**config.mk**
```make
export PLATFORM = sky130hd
export DESIGN_NAME = en_gen_once_flat
export DESIGN_NICKNAME = d
export VERILOG_FILES = /design/src/rtl/en_gen_once_if.sv /design/src/rtl/en_gen_once.sv /design/src/flat_wrapper.sv
export SDC_FILE = /design/constraint.sdc
export NUM_CORES = 1
export LEC_CHECK = 0
export CAP_MARGIN = 20
export CORE_MARGIN = 4
export CORE_UTILIZATION = 44
export DETAILED_ROUTE_END_ITERATION = 16
export GPL_TIMING_DRIVEN = 1
export PLACE_DENSITY_LB_ADDON = 0.12
export SETUP_SLACK_MARGIN = 0.1
export SYNTH_ARGS = -nofsm -noshare
export SYNTH_HDL_FRONTEND = slang
export SYNTH_SLANG_ARGS = --single-unit
```
**constraint.sdc**
```tcl
create_clock -name clk -period 2.55 [get_ports clk]
set_clock_uncertainty 0.1 [all_clocks]
set_input_delay 0.3825 -clock clk [delete_from_list [all_inputs] [get_ports clk]]
set_output_delay 0.3825 -clock clk [all_outputs]
set_load 0.005 [all_outputs]
```
**src/rtl/en_gen_once_if.sv**
```systemverilog
// Request/status bundle of the one-shot enable-window generator.
// master = requester side, slave = en_gen_once.
interface en_gen_once_if #(
  parameter int unsigned N = 8
) ();
  logic         start;
  logic [N-1:0] len;
  logic         abort;
  logic         en;
  logic         busy;
  logic         done;
  logic [N-1:0] remain;

  modport master (
    output start, len, abort,
    input  en, busy, done, remain
  );

  modport slave (
    input  start, len, abort,
    output en, busy, done, remain
  );
endinterface

```
**src/rtl/en_gen_once.sv**
```systemverilog
// One-shot enable-window generator: on an accepted start, en is held high for
// exactly len cycles, followed by a single-cycle done pulse.
module en_gen_once #(
  parameter int unsigned N = 8
) (
  input  logic       clk,
  input  logic       rst,
  en_gen_once_if.slave bus
);

  localparam logic [N-1:0] REM_ZERO = '0;
  localparam logic [N-1:0] REM_ONE  = N'(1);

  typedef enum logic [1:0] {
    IDLE = 2'd0,
    RUN  = 2'd1,
    DONE = 2'd2
  } state_t;

  state_t       state, state_nxt;
  logic         en_q, en_nxt;
  logic         busy_q, busy_nxt;
  logic         done_q, done_nxt;
  logic [N-1:0] remain_q, remain_nxt;

  // State and registered outputs; reset wins over every input.
  always_ff @(posedge clk) begin
    if (rst) begin
      state    <= IDLE;
      en_q     <= 1'b0;
      busy_q   <= 1'b0;
      done_q   <= 1'b0;
      remain_q <= REM_ZERO;
    end else begin
      state    <= state_nxt;
      en_q     <= en_nxt;
      busy_q   <= busy_nxt;
      done_q   <= done_nxt;
      remain_q <= remain_nxt;
    end
  end

  // Next state and the output values that go with it.
  always_comb begin
    state_nxt  = IDLE;
    en_nxt     = 1'b0;
    busy_nxt   = 1'b0;
    done_nxt   = 1'b0;
    remain_nxt = REM_ZERO;

    unique case (state)
      IDLE: begin
        // abort outranks start; len is sampled only here
        if (bus.start && !bus.abort) begin
          busy_nxt = 1'b1;
          if (bus.len != REM_ZERO) begin
            state_nxt  = RUN;
            en_nxt     = 1'b1;
            remain_nxt = bus.len;
          end else begin
            state_nxt = DONE;
            done_nxt  = 1'b1;
          end
        end
      end

      RUN: begin
        if (bus.abort) begin
          state_nxt = IDLE;
        end else if (remain_q == REM_ONE) begin
          state_nxt = DONE;
          busy_nxt  = 1'b1;
          done_nxt  = 1'b1;
        end else begin
          state_nxt  = RUN;
          en_nxt     = 1'b1;
          busy_nxt   = 1'b1;
          remain_nxt = remain_q - REM_ONE;
        end
      end

      DONE: begin
        state_nxt = IDLE;
      end

      default: begin
        state_nxt = IDLE;
      end
    endcase
  end

  assign bus.en     = en_q;
  assign bus.busy   = busy_q;
  assign bus.done   = done_q;
  assign bus.remain = remain_q;

endmodule

```
**src/flat_wrapper.sv**
```systemverilog
// flat-port wrapper written by rule: the top's interface ports become plain ports
module en_gen_once_flat 
#(
  parameter int unsigned N = 8
)
  (clk, rst, bus_start, bus_len, bus_abort, bus_en, bus_busy, bus_done, bus_remain);
  en_gen_once_if #(.N(N)) bus_i ();
  input  logic clk;
  input  logic rst;
  input wire logic [$bits(bus_i.start)-1:0] bus_start;
  input wire logic [$bits(bus_i.len)-1:0] bus_len;
  input wire logic [$bits(bus_i.abort)-1:0] bus_abort;
  output wire logic [$bits(bus_i.en)-1:0] bus_en;
  output wire logic [$bits(bus_i.busy)-1:0] bus_busy;
  output wire logic [$bits(bus_i.done)-1:0] bus_done;
  output wire logic [$bits(bus_i.remain)-1:0] bus_remain;
  assign bus_i.start = bus_start;
  assign bus_i.len = bus_len;
  assign bus_i.abort = bus_abort;
  assign bus_en = bus_i.en;
  assign bus_busy = bus_i.busy;
  assign bus_done = bus_i.done;
  assign bus_remain = bus_i.remain;
  en_gen_once #(.N(N)) u_core (.clk(clk), .rst(rst), .bus(bus_i));
endmodule
```
---- After elaboration in Yosys (flattened, before gate mapping) ----
Cells that the tools add are included.
storage, ports and cells
  bits in registers ....................... 13
  input port bits ......................... 12
cells by class
  $add $sub $neg .......................... 1
  reduce and logical (&&, ||, !) cells .... 4
  muxes and demuxes ....................... 23
  eq/ne operators ......................... 2
operators with widths
  cell                   count
  $mux W8                4
  $pmux W8 S2            1
  $mux W1                10
  $eq A8 B1 Y1 const B   1
  $mux W2                4
  $reduce_bool A8 Y1     1
  $sub A8 B1 Y8 const B  1
  $pmux W1 S2            3
  $pmux W2 S2            1
  $eq A2 B1 Y1 const B   1
  $logic_not A2 Y1       1
  $logic_and A1 B1 Y1    1
  $logic_not A1 Y1       1

---- Longest topological paths before layout ----
  word-level depth ........................ 4
  gate-level depth with buffers ........... 6
  gate-level depth less buffers ........... 6

---- Worst setup path after synthesis ----
No wires, ideal clock.
  kind .................................... register to register
  from .................................... register u_core.remain_q[3] (netlist: u_core.bus.remain[3])
  to ...................................... register u_core.remain_q[0] (netlist: u_core.bus.remain[0])
  setup time .............................. 0.117 ns
  buffers on the path ..................... 0
  path slack .............................. 0.889 ns
  clock period less this slack ............ 1.661 ns
  stages on the path, launching flop included .. 5
  data arrival time ....................... 1.443 ns
  cells stage by stage .................... dfxtp_1 -> or4_4 -> o311a_4 -> a22oi_1 -> nor2_1
between the ends
  longest elaborated chain between the ends .. 4
RTL lines
  what                      line               RTL
  start: declaration        en_gen_once.sv:24  logic [N-1:0] remain_q, remain_nxt;
  start signal: assignment  en_gen_once.sv:39  remain_q <= remain_nxt;
  $eq A8 B1 Y1              en_gen_once.sv:70  end else if (remain_q == REM_ONE) begin
  $mux W8                   en_gen_once.sv:70
  $mux W8                   en_gen_once.sv:68  if (bus.abort) begin
  $pmux W8 S2               en_gen_once.sv:51  unique case (state)
Every way passes these cells.
A chain may end at the register's enable or synchronous reset.

==> results.yml <==
status:
  status: "finished clean"
pwr:
  power_switching_mw: 0.102
  pwr-share-clk_pct: 29.3
  seq_power_share_pct: 47.3
  switching_share_pct: 25.7
  comb_power_share_pct: 23.3
  p_leak_nw: 0.315
  power.internal_mw: 0.295
  p_per_area_nw_per_um2: 469
  ir_drop_mv: 0.321
floorplan:
  die_x_um: 44.1
  fp-row-count: 12
  ios: 23
  die_y_um: 44.1
  coreArea_um2: 1170
  fp.dieArea_um2: 1950
  start_util_pct: 49.0
timing:
  rsz0062_at_grt: "false"
  setup_tns_ps: 0
  fmax_mhz: 560
  worst_slew_pin_slew_ps: 503
  final.period_utilization_pct: 70.0
  worst_slack_ps: 764
  hold_viol: 0
  finalSetupViolCount: 0
  layout_min_cycle_time_ps: 1790
  relSlewSlack_pct: 66.2
  maxSlewViolCount: 0
cts:
  ctsResizeCount: 0
  cts_hold_buf: 0
  clk_pin_slew_worst_paths_ps: 70
  post-cts-setup-buffers: 0
  cts_tree: "built"
  insertion_delay_ps: 270
  clk_path_buf_depth: 2
  cts_root_buf: "clkbuf_4"
  cts_buffers: 3
  cts_sinks: 11
  htreeDepth: 1
critical_path:
  crit_chain: "clkdlybuf4s50_1"
  startpoint_type: "flop"
  crit_family: "buffers and inverters"
  reg2reg_slack_ps: 780
  cp.arrival_ps: 1300
  cp.required_ps: 2070
  path_max_fanout: 7
  startpoint: "u_core.state[0]$_SDFF_PP0_"
  criticalPathCategory: "reg -> out"
  r2r-start: "u_core.bus.remain[3]$_SDFF_PP0_"
  crit_slowest_cell: "clkdlybuf4s50_1"
  reg2reg_depth: 4
  cpPeakStageDelay_ps: 560
  cp-end-kind: "output port"
  r2r-end: "u_core.bus.remain[4]$_SDFF_PP0_"
  path_buf_inv: 1
yosys:
  synth_nets: 77
  synth-seq-area-share_pct: 38.3
  ys_ff_latch: 11
  synth_cells: 63
  netlist-cell-type-count: 24
  syn-cell-area_um2: 574
  syn_avg_cell_area_um2: 9.12
  ys_warn_count: 0
run:
  cap_violations: 0
grt:
  grt_usage_pct: 16.9
  grt_overflow_total: 0
  grt_pass1_wl_um: 2390
  antenna_found_initial: 0
  grt_pass1_vias: 531
  grt_max_degree: 9
route:
  drc: 0
  vias: 566
  ant_nets: 0
  vias_per_cell: 5.44
  drt-wirelength-per-cell_um: 14.0
  drtIter0Drc: 11
  drt-total-wl_um: 1460
  first_pass_iters: 4
final_layout:
  final_common_cell: "clkdlybuf4s50_1"
  final_cell_mix: "clkdlybuf4s50_1, dfxtp_1, nor2_1, nand2_1"
  diodes: 0
  drive_gt1_share_pct: 10.0
  synthToLayoutAreaGrowth_pct: 47.3
  fin_nets: 105
  fin_cells: 104
placed_design:
  port_buffers: 22
  pre_cts_ws_ps: 533
  hpwl_um: 1170
  dp.cells: 100
  gp_congestion: 0.807
min_path:
  hold_path.startpoint: "u_core.state[1]$_SDFF_PP0_"
  holdPathStages: 1
  holdPathEnd: "u_core.state[1]$_SDFF_PP0_"
  hp-class: "reg -> reg"
-- how the worst max path moves through the flow --
stage / endpoint / slack [ps] / cells after the start
floorplan: u_core.bus.remain[0]$_SDFF_PP0_ / 890 / 4
global placement: u_core.state[1]$_SDFF_PP0_ / 620 / 4
detailed placement: u_core.state[1]$_SDFF_PP0_ / 530 / 4
CTS: bus_en / 750 / 1
global route: u_core.bus.remain[5]$_SDFF_PP0_ / 690 / 4
finish: bus_en / 760 / 1
-- through the flow --
step                cell area, µm²  power, mW  utilization [%]  hold slack [ps]
detailed placement             820      0.284             70.0              464
floorplan                      574      0.238                -              351
CTS                            846      0.404             72.2              478
global placement               820      0.283             70.0              456
global route                   846      0.423             72.2              516
finish                         846      0.397             72.2              487
-- cells by family after synthesis --
logic type                 Yosys count  share of synthesized area [%]
AOI/OAI and AO/OA                   11                           15.9
DFF                                 11                           38.3
muxes                                1                           1.74
buffers and inverters                2                           1.31
xor gates and xnor gates             6                           9.15
and+or+nand+nor                     30                           29.2
adders and majority gates            2                           4.36
-- final cells by class --
cell class | count | area [µm²]
inverter | 2 | 7.51
multi-input combinational | 50 | 347
timing repair buffer | 23 | 228
sequential | 11 | 220
fill | 100 | 325
tap | 14 | 17.5
clock buffer | 4 | 26.3
-- synthesized netlist by cell type (all sizes together) --
cell,n,share of area (%)
or2,1,1.1
nor4b,1,2.6
mux2i,1,1.7
nand2b,1,1.1
xor2,4,6.1
a2111oi,1,2.6
dfxtp,11,38
nand2,5,3.3
xnor2,2,3.1
o311a,1,3.7
nand4b,1,1.5
ha,2,4.4
nor4,2,2.2
nor2,9,5.9
and3,1,1.1
or4,1,2.0
and2b,1,1.5
nor3,2,1.7
a22oi,4,5.2
nor3b,2,2.6
inv,2,1.3
nand3,3,2.6
a21oi,1,0.87
o21ai,4,3.5
-- registers in the layout, indices dropped and copies added, names as in the netlist --
name / flops
u_core.bus.busy: 1
u_core.state: 2
u_core.bus.remain: 8
-- per-layer routing --
metal | vias to the layer above | wire length (µm) | global-route usage [%]
met5 | - | 0 | 0
met4 | 0 | 9 | 3.61
met3 | 2 | 67 | 7.32
met2 | 12 | 731 | 25.9
met1 | 269 | 650 | 22.0
li1 | 283 | - | -
-- power groups by stage --
| stage | Sequential [mW] | Combinational [mW] | Clock, mW |
|---|---|---|---|
| final | 0.188 | 0.0926 | 0.116 |
| after global placement | 0.191 | 0.0911 | 0 |
| after floorplan | 0.191 | 0.0464 | 0 |
| after detailed placement | 0.192 | 0.0922 | 0 |
| after global routing | 0.189 | 0.101 | 0.133 |
| after CTS | 0.188 | 0.0926 | 0.124 |
(Power assumes the default switching activity.)
